### src/rtl/barrier_wait_ctrl.sv
// Per-core trigger-and-sleep controller downstream of the HW barrier unit.
// Each core runs its own ACTIVE -> TRIG -> SLEEP -> WAKE loop with an optional timeout.
module barrier_wait_ctrl #(
  parameter int NB_CORES = 4,
  parameter int TIMEOUT  = 0
) (
  input  logic                clk_i,
  input  logic                rst_i,
  input  logic [NB_CORES-1:0] barrier_events_i,
  input  logic [NB_CORES-1:0] wait_req_i,
  output logic [NB_CORES-1:0] wait_gnt_o,
  output logic [NB_CORES-1:0] barrier_trigger_o,
  output logic [NB_CORES-1:0] core_clk_en_o,
  output logic [NB_CORES-1:0] sleeping_o,
  output logic [NB_CORES-1:0] wake_valid_o,
  output logic [NB_CORES-1:0] wake_timeout_o
);

  localparam int CW = (TIMEOUT > 0) ? $clog2(TIMEOUT + 1) : 1;
  localparam logic [CW-1:0] CNT_LAST = (TIMEOUT > 0) ? CW'(TIMEOUT - 1) : '0;

  typedef enum logic [1:0] {ACTIVE, TRIG, SLEEP, WAKE} state_t;

  // Handshake: wait_req is a level held by the core; wait_gnt is high only in the
  // cycle the request is accepted (state ACTIVE), and the FSM leaves ACTIVE on that edge.
  for (genvar i = 0; i < NB_CORES; i++) begin : g_core
    state_t        state_q;
    logic          trig_q;
    logic          clk_en_q;
    logic          sleep_q;
    logic          wake_q;
    logic          wto_q;
    logic          evt_q;
    logic [CW-1:0] cnt_q;
    logic          ev;
    logic          timeout_hit;

    assign ev          = barrier_events_i[i];
    assign timeout_hit = (TIMEOUT > 0) && (cnt_q == CNT_LAST);

    assign wait_gnt_o[i]        = wait_req_i[i] && (state_q == ACTIVE);
    assign barrier_trigger_o[i] = trig_q;
    assign core_clk_en_o[i]     = clk_en_q;
    assign sleeping_o[i]        = sleep_q;
    assign wake_valid_o[i]      = wake_q;
    assign wake_timeout_o[i]    = wto_q;

    always_ff @(posedge clk_i) begin
      if (rst_i) begin
        state_q  <= ACTIVE;
        trig_q   <= 1'b0;
        clk_en_q <= 1'b1;
        sleep_q  <= 1'b0;
        wake_q   <= 1'b0;
        wto_q    <= 1'b0;
        evt_q    <= 1'b0;
        cnt_q    <= '0;
      end else begin
        trig_q <= 1'b0;
        wake_q <= 1'b0;
        wto_q  <= 1'b0;
        case (state_q)
          ACTIVE: begin
            // An event coinciding with the grant belongs to an older barrier: drop it.
            if (wait_req_i[i]) begin
              state_q  <= TRIG;
              trig_q   <= 1'b1;
              clk_en_q <= 1'b0;
              sleep_q  <= 1'b1;
              evt_q    <= 1'b0;
              cnt_q    <= '0;
            end
          end
          TRIG: begin
            state_q <= SLEEP;
            if (ev) evt_q <= 1'b1;
          end
          SLEEP: begin
            if (evt_q || ev) begin
              state_q  <= WAKE;
              wake_q   <= 1'b1;
              clk_en_q <= 1'b1;
              sleep_q  <= 1'b0;
              evt_q    <= 1'b1;
            end else if (timeout_hit) begin
              state_q  <= WAKE;
              wake_q   <= 1'b1;
              wto_q    <= 1'b1;
              clk_en_q <= 1'b1;
              sleep_q  <= 1'b0;
            end else if (TIMEOUT > 0) begin
              cnt_q <= cnt_q + 1'b1;
            end
          end
          WAKE: begin
            state_q <= ACTIVE;
            evt_q   <= ev;
            cnt_q   <= '0;
          end
          default: state_q <= ACTIVE;
        endcase
      end
    end
  end

endmodule
### config.mk
export PLATFORM = sky130hd
export DESIGN_NAME = barrier_wait_ctrl
export DESIGN_NICKNAME = d
export VERILOG_FILES = /design/src/rtl/barrier_wait_ctrl.sv
export SDC_FILE = /design/constraint.sdc
export NUM_CORES = 1
export LEC_CHECK = 0
export BUFFER_PORTS_ARGS = -buffer_cell sky130_fd_sc_hd__buf_2
export CORE_MARGIN = 1.5
export CORE_UTILIZATION = 30
export CTS_BUF_LIST = sky130_fd_sc_hd__clkbuf_16
export CTS_CLUSTER_DIAMETER = 80
export CTS_CLUSTER_SIZE = 8
export DETAILED_ROUTE_END_ITERATION = 10
export GPL_TIMING_DRIVEN = 0
export HOLD_SLACK_MARGIN = 0.1
export PLACE_DENSITY_LB_ADDON = 0.05
export SYNTH_ARGS = -nofsm -noshare
export SYNTH_HDL_FRONTEND = slang
export SYNTH_SLANG_ARGS = --single-unit
### constraint.sdc
create_clock -name clk_i -period 3.75 [get_ports clk_i]
set_clock_uncertainty 0.2 [all_clocks]
set_input_delay 1.125 -clock clk_i [delete_from_list [all_inputs] [get_ports clk_i]]
set_output_delay 1.125 -clock clk_i [all_outputs]
set_load 0.02 [all_outputs]
==> flow_summary.json <==
{
  "synth_edf_count": 0,
  "r2r-start": "g_core[3].state_q[0]$_SDFFE_PP0P_",
  "finalWirelength_um": 3350,
  "numPortBuffers": 29,
  "worstPathRequired_ps": 2420,
  "ys_ff_latch": 28,
  "core_area_um2": 5540,
  "hold_path_depth": 1,
  "drc_errors": 0,
  "final_core_util_pct": 37.7,
  "p_int_mw": 1.03,
  "crit_type": "in -> out",
  "place_congestion": 0.783,
  "ctsResizeCount": 0,
  "power_frac_comb_pct": 52.2,
  "hold_end": "g_core[3].sleep_q$_SDFFE_PP0P_",
  "drt_iter0_drc": 32,
  "hp-class": "reg -> reg",
  "antenna_left": 0,
  "holdWs_ps": 302,
  "critical-path-top-delay-family": "buffers and inverters",
  "p_sw_uw": 660,
  "synthArstFlopShare_pct": 0,
  "fmaxAchievable_mhz": 348,
  "wl_met2_um": 1570,
  "area_delta_synth_final_pct": 20.2,
  "worstRegToRegCells": 5,
  "layout.cells.non_filler": 299,
  "crit_path_start": "wait_req_i[1]",
  "grt_pass1_vias": 1240,
  "synth_commonest_cells": "dfxtp_1, ha_1, buf_4",
  "fin_crit_ps": 2870,
  "worstMarginPinSlew_ps": 700,
  "h-tree-depth": 1,
  "die-area_um2": 6250,
  "ctsRootBufferMaster": "clkbuf_16",
  "path_common_cell": "buf_2",
  "hold_viol_final": 0,
  "synth_seq_area_share_pct": 32.3,
  "setup_viol": 0,
  "maxCapViolCount": 0,
  "synth_top_area_share_pct": 32.3,
  "initial_core_util_pct": 31.3,
  "power.share.clock_pct": 19.0,
  "syn_inst": 191,
  "synth_most_common_cell": "dfxtp_1",
  "slew_headroom_pct": 53.2,
  "drive_gt1_share_pct": 27.3,
  "die_w_um": 79.1,
  "hp-start": "g_core[3].sleep_q$_SDFFE_PP0P_",
  "finalCritPeriodShare_pct": 76.6,
  "holdBufCountCts": 0,
  "cp.arrival_ps": 1550,
  "layout.nets": 262,
  "n_antenna_cell": 0,
  "start_kind": "input pin",
  "die_y_um": 79.1,
  "p_leak_nw": 1.02,
  "powerDensity_nw_per_um2": 811,
  "yosys_warnings": 0,
  "via_count": 1340,
  "placed_cells": 295,
  "top_layer": "met4",
  "status": "complete, no violations",
  "wl_per_cell_um": 11.2,
  "tns_ps": 0,
  "antenna_found_initial": 0,
  "final_max_slew_viol_count": 0,
  "routed-wl-met3_um": 155,
  "rsz0062_at_grt": "false",
  "path_clk_slew_ps": 70,
  "num_io_pins": 34,
  "synthFlopType": "dfxtp_1",
  "p_seq_share_pct": 28.8,
  "grt_pass1_wl_um": 5550,
  "synth.avg_cell_area_um2": 9.09,
  "track_usage_pct": 11.1,
  "cp_max_fo": 4,
  "synth_area_leaders": "dfxtp_1, ha_1, buf_4, a21o_1, a21oi_1",
  "synth_top_area_cell": "dfxtp_1",
  "cts.path.max_buffers": 2,
  "viasPerCell": 4.48,
  "irDropWorstVdd_mv": 0.235,
  "reg2reg_slack_ps": 1700,
  "tritoncts": "built",
  "end_kind": "output pin",
  "crit_slowest_cell": "buf_2",
  "grt_max_degree": 17,
  "synth_cell_type_count": 32,
  "synth.cell_area_um2": 1740,
  "dp_hpwl_um": 2560,
  "drt_pass1_iterations": 4,
  "insertion_delay_ps": 260,
  "p_sw_share_pct": 39.0,
  "r2r-end": "g_core[3].state_q[0]$_SDFFE_PP0P_",
  "clock_sinks": 28,
  "grt.overflow.total": 0,
  "row_count": 27,
  "cp_slowest_stage_delay_ps": 150,
  "numCtsBuffers": 3,
  "wl_met1_um": 1600,
  "postCtsSetupRepairBufs": 0,
  "crit_buf_inv": 3,
  "path_cells": "buf_2, nand2_1, inv_1, buf_2"
}
[through the flow]
stage	area, um^2	worst slack (ps)	power, mW
2_1_floorplan	1750	1090	1.18
3_3_place_gp	1980	866	1.37
3_5_place_dp	1980	864	1.38
4_1_cts	2090	863	1.71
5_1_grt	2090	832	1.84
6_report	2090	878	1.69
[routing by layer]
| metal | global-route usage, % | up-vias |
|---|---|---|
| li1 | - | 701 |
| met1 | 14.3 | 608 |
| met2 | 18.5 | 29 |
| met3 | 2.18 | 2 |
| met4 | 3.86 | 0 |
| met5 | 0 | - |
[area by class of cell]
type | instances | area, um^2
Timing Repair Buffer | 29 | 145
Clock inverter | 1 | 30.0
Inverter | 16 | 60.1
Clock buffer | 3 | 75.1
Fill cell | 570 | 3450
Buffer | 24 | 173
Multi-Input combinational cell | 126 | 955
Sequential cell | 28 | 561
Tap cell | 72 | 90.1
[power by group through the flow]
stage | combinational (mW) | clock [mW] | sequential [mW]
6_report | 0.884 | 0.322 | 0.487
5_1_grt | 0.989 | 0.344 | 0.507
4_1_cts | 0.891 | 0.334 | 0.489
3_5_place_dp | 0.887 | 0 | 0.495
3_3_place_gp | 0.880 | 0 | 0.491
2_1_floorplan | 0.710 | 0 | 0.475
[layout by cell type, fill, tap and decap left out, drive strengths merged, types with 2 or more instances in the layout]
cell type / instances
conb: 4
nand2: 4
a311oi: 3
mux2: 3
nor3b: 5
o21a: 3
nand2b: 6
nor2b: 5
a211oi: 3
or4b: 2
a21o: 11
o21bai: 4
or3b: 3
nor3: 4
buf: 50
nand3: 3
nor2: 13
clkbuf: 6
ha: 24
a21oi: 16
inv: 16
dfxtp: 28
a31o: 3
[sequential cells by signal, summed over array words and instances, names as in the netlist]
signal           cells
g_core.clk_en_q      4
g_core.sleep_q       4
g_core.wake_q        4
g_core.trig_q        4
g_core.state_q       8
g_core.evt_q         4
[cells by family (layout without fill, tap and decap cells)]
kind of cell             Yosys count  count (layout)  share of synthesized area [%]
AO/OA/AOI/OAI                     49              49                           19.6
AND/OR/NAND/NOR                   46              46                           15.3
buffers and inverters             40              73                           13.4
other                              1               4                          0.216
flip-flops                        28              28                           32.3
adder cells (fa/ha/maj)           24              24                           17.3
multiplexers                       3               3                           1.95
[how the worst max path moves through the flow]
| stage | to | slack (ps) | cells after the start |
|---|---|---|---|
| 2_1_floorplan | wait_gnt_o[0] | 1090 | 2 |
| 3_3_place_gp | wait_gnt_o[1] | 870 | 4 |
| 3_5_place_dp | wait_gnt_o[1] | 860 | 4 |
| 4_1_cts | wait_gnt_o[1] | 860 | 4 |
| 5_1_grt | wait_gnt_o[2] | 830 | 4 |
| 6_report | wait_gnt_o[1] | 880 | 4 |
(Power assumes the default switching activity.)
